File: src/rtl/sop_chk_pkg.sv
// Shared types and constants for the SoP response checker.
package sop_chk_pkg;

    typedef enum logic [1:0] {
        ST_IDLE = 2'd0,
        ST_RUN  = 2'd1,
        ST_DONE = 2'd2
    } state_e;

    localparam int              MISR_W              = 8;
    localparam logic [MISR_W-1:0] MISR_POLY         = 8'h1D;
    localparam logic [15:0]     DEFAULT_TRUTH_TABLE = 16'hE8E8;

    // One MISR step: Galois shift with feedback polynomial, then fold in the data word.
    function automatic logic [MISR_W-1:0] misr_next(input logic [MISR_W-1:0] sig,
                                                   input logic [MISR_W-1:0] din);
        logic [MISR_W-1:0] fb;
        fb = sig[MISR_W-1] ? MISR_POLY : '0;
        return {sig[MISR_W-2:0], 1'b0} ^ fb ^ din;
    endfunction

endpackage

File: src/rtl/sop_chk_misr.sv
// Signature register compressing every accepted {vector, output} sample.
module sop_chk_misr
    import sop_chk_pkg::*;
(
    input  logic              clk,
    input  logic              rst_n,
    input  logic              clr,
    input  logic              en,
    input  logic [MISR_W-1:0] din,
    output logic [MISR_W-1:0] sig
);

    logic [MISR_W-1:0] sig_q, sig_d;

    // Clear has priority over compression; otherwise hold.
    always_comb begin
        sig_d = sig_q;
        if (clr) begin
            sig_d = '0;
        end else if (en) begin
            sig_d = misr_next(sig_q, din);
        end
    end

    // Signature register.
    always_ff @(posedge clk or negedge rst_n) begin
        if (!rst_n) begin
            sig_q <= '0;
        end else begin
            sig_q <= sig_d;
        end
    end

    assign sig = sig_q;

endmodule

File: config.mk
export PLATFORM = sky130hd
export DESIGN_NAME = sop_chk_misr
export DESIGN_NICKNAME = d
export VERILOG_FILES = /design/src/rtl/sop_chk_pkg.sv /design/src/rtl/sop_chk_misr.sv
export SDC_FILE = /design/constraint.sdc
export NUM_CORES = 1
export LEC_CHECK = 0
export ABC_AREA = 1
export ABC_CLOCK_PERIOD_IN_PS = 1600
export BUFFER_PORTS_ARGS = -buffer_cell sky130_fd_sc_hd__buf_4
export CORE_AREA = 2 2 39 41
export CTS_CLUSTER_DIAMETER = 100
export DETAILED_ROUTE_END_ITERATION = 10
export DIE_AREA = 0 0 41 43
export PLACE_DENSITY = 0.57
export SLEW_MARGIN = 20
export SYNTH_ARGS = -nofsm -noshare
export SYNTH_HDL_FRONTEND = slang
export SYNTH_SLANG_ARGS = --single-unit
File: constraint.sdc
create_clock -name clk -period 1.6 [get_ports clk]
set_input_delay 0.4 -clock clk [delete_from_list [all_inputs] [get_ports clk]]
set_output_delay 0.4 -clock clk [all_outputs]
set_load 0.01 [all_outputs]
==> results.cfg, run 1 <==
[global_route]
antenna_found_initial = 0
grt_max_degree = 9
grt_first_pass_wirelength_um = 1520
grt_usage_pct = 13.0
first_global_vias = 391
grt_overflow = 0

[power_and_ir_drop]
swShare_pct = 27.6
p_comb_share_pct = 24.7
p_int_uw = 373
pwr-share-clk_pct = 29.0
power_density_mw_per_mm2 = 814
vdd_ir_drop_max_v = 0.000365
p_leak_uw = 0.000349
p_seq_share_pct = 46.2
netSwitchingPower_uw = 142

[synth]
ys_ff_latch = 8
synth_top_area_share_pct = 45.8
syn_area_sq_um = 437
synth_seq_area_share_pct = 45.8
syn-mean-instance-area_sq_um = 7.53
yosys_warnings = 0
syn_inst = 58
synth_area_leaders = dfrtp_1, nand2_1, xnor2_1
synth_top_area_cell = dfrtp_1
syn_nets = 70
ys_types = 10

[timing]
tightest_slew_ns = 0.233
final.setup.tns_ns = 0
period_share_pct = 79.8
fmax_mhz = 784
hold_violations = 0
relSlewSlack_pct = 84.5
finalMaxSlewViolations = 0
rsz0062_at_grt = no
fin_skew_ns = 0.00404
fin_crit_ns = 1.28
setup_violations = 0

[worst_setup_path]
worst-path-max-fanout = 6
crit_chain = buf_4
cp_slowest_cell = dfrtp_1
crit_type = reg -> out
cp_slowest_stage_delay_ns = 0.45
setup.worst_path.start_class = register
required_ns = 1.20
cp-end-kind = output pin
crit_family = flip-flops
path_buf_inv = 1
crit_arrival_ns = 0.88

[place]
dpl_cell_area_sq_um = 599
dp_hpwl_um = 747
gp_congestion = 0.689
portBuffers = 19

[floorplanning]
dieArea_sq_mm = 0.00176
start_util_pct = 31.6
rows = 14
die_y_um = 43
fp.coreArea_sq_mm = 0.00138
io_pins = 20
die_width_um = 41

[status]
status = finished clean

[drt]
viasPerCell = 4.43
ant_nets = 0
drc_errors = 0
drt-total-wl_um = 900
routedWlPerCell_um = 9.28
num_vias = 430
dr.first_iter.drc_count = 7
firstDrtPassIters = 4

[clock_network]
clk_latency_ns = 0.25
cts_resized = 0
cts_made_buffers = 3
clkTransAtPathRegs_ns = 0.05
tritoncts = built
clock_sink_count = 8
cts-htree-levels = 1
cts_setup_buffers = 0
ctsLongestPathBuffers = 2
cts_root_buffer = clkbuf_4

[final_layout]
antenna_cells = 0
syn2layout_area_growth_pct = 44.7
register_area_sq_um = 200
drive_gt1_share_pct = 29.6
largest_reg_flops = 8
stdcell_area_sq_um = 632
nets = 95
fillers = 153
multiInputGateArea_sq_um = 195

[hold_path]
hold_class = in -> reg

[flow_run]
cap_violations = 0
-- worst register-to-register path, delay by kind of cell, from the launching register on --
family	cells	cell delay, ns
flip-flops	1	0.45
buffers and inverters	1	0.11
AND/OR/NAND/NOR	5	0.30
-- per-stage QoR --
step / setup WS [ns] / power, uW / util [%] / hold slack (ns) / std cells
2_1_floorplan: 0.698 / 303 / - / 0.104 / 58
3_3_place_gp: 0.527 / 368 / 43.3 / 0.224 / 93
4_1_cts: 0.302 / 531 / 45.7 / 0.432 / 97
6_report: 0.324 / 514 / 45.7 / 0.438 / 97
3_5_place_dp: 0.511 / 369 / 43.3 / 0.226 / 93
5_1_grt: 0.269 / 560 / 45.7 / 0.436 / 97
-- final cells by class --
class	count	share of cell area, %
Tap cell	16	3.17
Inverter	11	6.53
Timing Repair Buffer	20	24.2
Multi-Input combinational cell	39	30.9
Sequential cell	8	31.7
Clock buffer	3	3.56
-- logic make-up after synthesis --
family	count (synthesis)	synth area share, %
buf+inv	11	9.46
compound gates	5	6.30
simple gates	29	28.4
flops	8	45.8
xor+xnor	5	10.0
-- power groups by stage --
stage	Clock [uW]	Combinational [uW]	Sequential (uW)
6_report	149	127	238
5_1_grt	175	143	241
4_1_cts	163	130	238
3_5_place_dp	0	128	241
3_3_place_gp	0	126	242
2_1_floorplan	0	55.6	247
-- path summary, 6_finish.rpt --
| check | endpoint | slack (ns) | cells past startpoint | start |
|---|---|---|---|---|
| min reg2reg | sig[3] | 0.53 | 2 | sig[3] |
| max | sig[7] | 0.32 | 1 | sig[7] |
| max reg2reg | sig[4] | 0.64 | 6 | sig[7] |
| max in group asynchronous | sig[6] | 0.97 | 2 | rst_n |
| min | sig[1] | 0.44 | 3 | din[1] |
| min in group asynchronous | sig[2] | 0.50 | 2 | rst_n |
-- repair_timing --
item                                    CTS  global route
endpoints found under the hold margin     8             0
hold buffers                              1             0
endpoints found under the setup margin    0             0
-- routing by layer --
layer | share of wire (%) | vias to the layer above | track usage, % | wire length [um]
li1 | - | 227 | - | -
met1 | 45 | 191 | 16.9 | 406
met2 | 47 | 12 | 18.4 | 426
met3 | 7.4 | 0 | 4.71 | 67
met4 | 0 | 0 | 6.00 | 0
met5 | 0 | - | 0 | 0
-- synthesized netlist by cell type --
master   instances
o22ai_1          2
o21ai_0          2
dfrtp_1          8
nand3_1          6
xnor2_1          5
nand2_1         22
o21ai_1          1
nor2_4           1
inv_2            1
inv_1           10
-- placed cells by master (no fill, tap or decap), drive strengths merged --
master,netlist,layout
nand3,6,6
buf,0,19
o22ai,2,2
nor2,1,1
o21ai,3,3
dfrtp,8,8
inv,11,11
nand2,22,22
dlygate4sd3,0,1
xnor2,5,5
clkbuf,0,3
(Power assumes the default switching activity.)
==> run 2: changes to the inputs <==
--- a/config.mk
+++ b/config.mk
@@ -5,14 +5,14 @@
 export SDC_FILE = /design/constraint.sdc
 export NUM_CORES = 1
 export LEC_CHECK = 0
-export ABC_AREA = 1
-export ABC_CLOCK_PERIOD_IN_PS = 1600
+export ABC_AREA = 0
+export ABC_CLOCK_PERIOD_IN_PS = 1330
 export BUFFER_PORTS_ARGS = -buffer_cell sky130_fd_sc_hd__buf_4
 export CORE_AREA = 2 2 39 41
 export CTS_CLUSTER_DIAMETER = 100
 export DETAILED_ROUTE_END_ITERATION = 10
 export DIE_AREA = 0 0 41 43
-export PLACE_DENSITY = 0.57
+export PLACE_DENSITY = 0.56
 export SLEW_MARGIN = 20
 export SYNTH_ARGS = -nofsm -noshare
 export SYNTH_HDL_FRONTEND = slang
==> constraint.sdc (replaced) <==
create_clock -name clk -period 1.33 [get_ports clk]
set_input_delay 0.3325 -clock clk [delete_from_list [all_inputs] [get_ports clk]]
set_output_delay 0.3325 -clock clk [all_outputs]
set_load 0.01 [all_outputs]
==> run 2 against run 1 <==
Effect of this change: sequential cell count unchanged; sequential share of layout area rose by 1.5 points; die area is the same; combinational power grew 27%; critical path type unchanged; global-route usage down 0.51 points; count of clock-buffer cells in the layout unchanged; setup slack got worse by 0.20 ns; clock power grew 23%; synthesized cell count shrank 34%; routed wire length down 5.7%; sequential power up 21%.
==> results.cfg, run 2 <==
[timing]
hold_slack_ns = 0.318
fin_skew_ns = 0.00225
relSlewSlack_pct = 82.8
fmax_mhz = 826
rsz0062_at_grt = no
setup_violations = 0
fin_crit_ns = 1.21
period_share_pct = 91.0
final.setup.tns_ns = 0
tightest_slew_ns = 0.257
hold_violations = 0
finalMaxSlewViolations = 0

[power_and_ir_drop]
p_leak_uw = 0.000285
power_uw = 633
power_density_mw_per_mm2 = 1050
p_seq_share_pct = 45.6
pwr-share-clk_pct = 28.9
swShare_pct = 26.4
p_int_uw = 466
vdd_ir_drop_max_v = 0.000493
netSwitchingPower_uw = 167
p_comb_share_pct = 25.5

[clock_network]
cts_root_buffer = clkbuf_4
clkTransAtPathRegs_ns = 0.05
clk_latency_ns = 0.25
cts-htree-levels = 1
tritoncts = built
clock_sink_count = 8
ctsLongestPathBuffers = 2
cts_setup_buffers = 0
cts_made_buffers = 3

[hold_path]
hold_class = in -> reg
hold_path_end = sig[7]
whs_path_depth = 2
min-delay-start = clr

[synth]
synth_flop_cell = dfrtp_1
syn_nets = 50
syn_inst = 38
synth_top_area_cell = dfrtp_1
synth_seq_area_share_pct = 47.6
synthArstFlopShare_pct = 100
syn_area_sq_um = 420
ys_types = 14
synth_top_area_share_pct = 47.6
ys_ff_latch = 8
synth.most_common_cell = dfrtp_1
synth_area_leaders = dfrtp_1, xnor2_1, a211oi_1
yosys_warnings = 0
synth_edf_count = 0
syn-mean-instance-area_sq_um = 11.1
synth_commonest_cells = dfrtp_1, nor2_1, a211oi_1, xnor2_1

[worst_setup_path]
worstRegToRegCells = 3
crit_type = reg -> out
required_ns = 1.00
cp_slowest_stage_delay_ns = 0.45
crit_family = flip-flops
setup.worst_path.start_class = register
r2r-start = sig[7]
crit_arrival_ns = 0.88
rrSetupSlack_ns = 0.20
path_buf_inv = 1
crit_chain = buf_4
cp-end-kind = output pin
worst-path-max-fanout = 6
cp_slowest_cell = dfrtp_1
r2r_end = sig[4]

[global_route]
grt_max_degree = 16
antenna_found_initial = 0
grt_overflow = 0
grt_first_pass_wirelength_um = 1420
first_global_vias = 325
grt_usage_pct = 12.5

[final_layout]
layout_common_cells = buf_4, dfrtp_1, nor2_1, xnor2_1, a211oi_1
fin_util_pct = 43.6
final_common_cell = buf_4
antenna_cells = 0
drive_gt1_share_pct = 37.3
stdcell_area_sq_um = 603
nets = 73
syn2layout_area_growth_pct = 43.5
largest_reg_flops = 8

[drt]
routedWlPerCell_um = 11.3
num_vias = 351
drc_errors = 0
ant_nets = 0
dr.first_iter.drc_count = 3
viasPerCell = 4.68
firstDrtPassIters = 2
drt-total-wl_um = 849

[floorplanning]
die_width_um = 41
start_util_pct = 30.4
io_pins = 20
rows = 14
dieArea_sq_mm = 0.00176
die_y_um = 43
fp.coreArea_sq_mm = 0.00138

[flow_run]
cap_violations = 0

[place]
dpl_cell_area_sq_um = 571
portBuffers = 19
gp_congestion = 0.614

[status]
status = finished clean
[run 2: cell types whose count changed after synthesis, moves of 2 or more]
| cell | delta |
|---|---|
| o21ai_0 | -2 |
| nand2b_1 | +2 |
| nor2_1 | +6 |
| o22ai_1 | -2 |
| nand2_1 | -20 |
| nand3_1 | -6 |
| xor2_1 | +2 |
| a211oi_1 | +5 |
| inv_1 | -10 |
| o221ai_1 | +2 |
[run 2: per-layer routing]
layer	GRT usage (%)	up-vias	part of all wire, %
met5	0	-	0
li1	-	177	-
met2	15.9	11	47
met4	10.0	0	1.1
met3	3.14	2	6.8
met1	16.9	161	45
[run 2: cell type report]
class                      count  area, sq um
multi-input combinational     28          208
fill                         142          781
sequential                     8          200
tap                           16         20.0
timing repair buffer          20          153
clock buffer                   3         22.5
[run 2: power groups by stage]
stage | Combinational, uW | Sequential (uW) | Clock (uW)
after CTS | 164 | 289 | 197
after global routing | 180 | 293 | 204
final | 161 | 289 | 183
after global placement | 161 | 293 | 0
after detailed placement | 160 | 294 | 0
after floorplan | 74.7 | 302 | 0
[run 2: metrics by stage]
stage / setup slack (ns) / cells
after floorplan: 0.227 / 38
after global placement: 0.248 / 71
after detailed placement: 0.205 / 71
after CTS: 0.102 / 75
after global routing: 0.0618 / 75
final: 0.119 / 75
[run 2: logic make-up after synthesis]
group,Yosys count,share of synthesized area [%]
simple gates,12,13.7
xor+xnor,8,20.2
flops,8,47.6
compound gates,7,13.1
buf+inv,2,2.98
mux,1,2.38
[run 2: how the worst max path moves through the flow]
stage / from / endpoint / slack [ns] / cells past startpoint
after CTS: sig[7] / sig[7] / 0.10 / 1
after detailed placement: sig[7] / sig[4] / 0.21 / 3
after global placement: sig[7] / sig[4] / 0.25 / 3
after global routing: sig[7] / sig[7] / 0.06 / 1
after floorplan: sig[7] / sig[4] / 0.23 / 3
final: sig[7] / sig[7] / 0.12 / 1
[run 2: timing repair]
action	CTS	global route
hold endpoints to repair	8	0
hold buffers	1	0
resized for setup	0	0
==> run 3: changes to the inputs <==
--- a/config.mk
+++ b/config.mk
@@ -6,13 +6,14 @@
 export NUM_CORES = 1
 export LEC_CHECK = 0
 export ABC_AREA = 0
-export ABC_CLOCK_PERIOD_IN_PS = 1330
+export ABC_CLOCK_PERIOD_IN_PS = 1040
 export BUFFER_PORTS_ARGS = -buffer_cell sky130_fd_sc_hd__buf_4
 export CORE_AREA = 2 2 39 41
 export CTS_CLUSTER_DIAMETER = 100
 export DETAILED_ROUTE_END_ITERATION = 10
 export DIE_AREA = 0 0 41 43
-export PLACE_DENSITY = 0.56
+export PLACE_DENSITY = 0.58
+export SETUP_SLACK_MARGIN = 0.2
 export SLEW_MARGIN = 20
 export SYNTH_ARGS = -nofsm -noshare
 export SYNTH_HDL_FRONTEND = slang
==> constraint.sdc (replaced) <==
create_clock -name clk -period 1.04 [get_ports clk]
set_input_delay 0.26 -clock clk [delete_from_list [all_inputs] [get_ports clk]]
set_output_delay 0.26 -clock clk [all_outputs]
set_load 0.01 [all_outputs]
==> run 3 against run 2 <==
Effect of this change: total power rose by 56%; routed wire length rose by 26%; largest power group unchanged; first-iteration DRC count rose by 67%; the run now ends with negative setup slack left; sequential cell count did not move; global-route usage rose by 3.0 points; core utilization rose by 15 points.
==> results.cfg, run 3 (synthesis results as in run 2) <==
[floorplanning]
dieArea_sq_mm = 0.00176
rows = 14
start_util_pct = 30.4
fp.coreArea_sq_mm = 0.00138
die_width_um = 41
die_y_um = 43
io_pins = 20

[timing]
relSlewSlack_pct = 84.4
fin_ws_ns = -0.104
finalMaxSlewViolations = 0
setup_violations = 9
hold_violations = 0
fin_skew_ns = 0.00967
final.setup.tns_ns = -0.358
fmax_mhz = 874
fin_crit_ns = 1.14
period_share_pct = 110
tightest_slew_ns = 0.234
rsz0062_at_grt = yes

[global_route]
grt_overflow = 0
grt_first_pass_wirelength_um = 1790
first_global_vias = 386
antenna_found_initial = 0
grt_max_degree = 16
grt_usage_pct = 15.5

[power_and_ir_drop]
p_comb_share_pct = 36.4
netSwitchingPower_uw = 280
p_leak_uw = 0.000374
vdd_ir_drop_max_v = 0.000882
power_uw = 989
power_density_mw_per_mm2 = 1210
p_int_uw = 709
p_seq_share_pct = 37.0
swShare_pct = 28.3
pwr-share-clk_pct = 26.6

[final_layout]
multiInputGateArea_sq_um = 293
antenna_cells = 0
register_area_sq_um = 201
stdcell_area_sq_um = 817
fin_cells = 86
syn2layout_area_growth_pct = 94.3
fillers = 131
final_common_cell = buf_4
drive_gt1_share_pct = 62.9
layout_common_cells = buf_4, buf_6, dfrtp_1, nor2_1, a211oi_2
nets = 83
largest_reg_flops = 8

[place]
portBuffers = 19
dpl_cell_area_sq_um = 594
placed_cells = 74
dp_hpwl_um = 670
gp_congestion = 0.740

[hold_path]
hold_path_end = sig[5]
min-delay-start = clr
hold_class = in -> reg
whs_path_depth = 2

[drt]
viasPerCell = 4.77
drt-total-wl_um = 1070
drc_errors = 0
ant_nets = 0
num_vias = 410
routedWlPerCell_um = 12.5
dr.first_iter.drc_count = 5
firstDrtPassIters = 4

[worst_setup_path]
cp_slowest_stage_delay_ns = 0.40
r2r_end = sig[2]
crit_chain = buf_6 > buf_6
setup.worst_path.start_class = register
cp-end-kind = output pin
cp_common_cell = buf_6
cp_slowest_cell = dfrtp_2
crit_type = reg -> out
path_buf_inv = 2
rrSetupSlack_ns = -0.06
crit_family = flip-flops
required_ns = 0.78
crit_arrival_ns = 0.88
worstRegToRegCells = 5
worst-path-max-fanout = 2
r2r-start = sig[7]

[clock_network]
cts-htree-levels = 1
tritoncts = built
ctsLongestPathBuffers = 2
clkTransAtPathRegs_ns = 0.06
clk_latency_ns = 0.26
cts_root_buffer = clkbuf_4
cts_made_buffers = 3
clock_sink_count = 8

[flow_run]
cap_violations = 0

[status]
status = finished, violations left
violations = negative setup slack
[run 3: worst reg2reg max path: stages, from the launching register on]
cell,delay [ns]
dfrtp_2,0.40
buf_4,0.14
buf_4,0.14
nor3b_4,0.18
nand2_1,0.08
o221ai_2,0.06
[run 3: area by class of cell]
cell class              instances  share of cell area, %
multi-input cells              28                   35.8
flip-flops and latches          8                   24.7
repair buffers                 30                   33.8
well taps                      16                   2.45
clock buffers                   4                   3.22
[run 3: per-layer routing]
layer	up-vias	global-route usage (%)	routed length, um
li1	199	-	-
met1	194	20.8	407
met2	15	22.5	596
met3	2	3.14	51
met4	0	8.00	15
met5	-	0	0
[run 3: power by group through the flow]
stage / Combinational, uW / Clock (uW) / Sequential, uW
floorplan: 93.0 / 0 / 387
global placement: 217 / 0 / 374
detailed placement: 219 / 0 / 376
CTS: 324 / 274 / 366
global route: 391 / 294 / 371
finish: 360 / 263 / 366
[run 3: worst max-delay path by stage]
stage / start / endpoint / slack (ns) / cells after the start
finish: sig[7] / sig[7] / -0.10 / 2
global placement: sig[7] / sig[4] / -0.007 / 3
CTS: sig[7] / sig[7] / -0.12 / 2
global route: sig[7] / sig[7] / -0.14 / 2
floorplan: sig[7] / sig[4] / -0.04 / 3
detailed placement: sig[7] / sig[4] / -0.04 / 3
[run 3: stage by stage]
step	hold slack, ns	utilization (%)	setup WS (ns)
after CTS	0.236	55.6	-0.117
after global placement	0.0871	42.9	-0.00691
after floorplan	-0.0356	-	-0.0383
final	0.258	59.0	-0.104
after global routing	0.266	59.0	-0.142
after detailed placement	0.0876	42.9	-0.0402
[run 3: timing repair]
action / in CTS / in global routing
hold buffers: 1 / 0
pin swaps: 6 / 2
setup endpoints to repair: 16 / 16
endpoints found under the hold margin: 8 / 0
buffers inserted: 7 / 0
resized for setup: 19 / 8
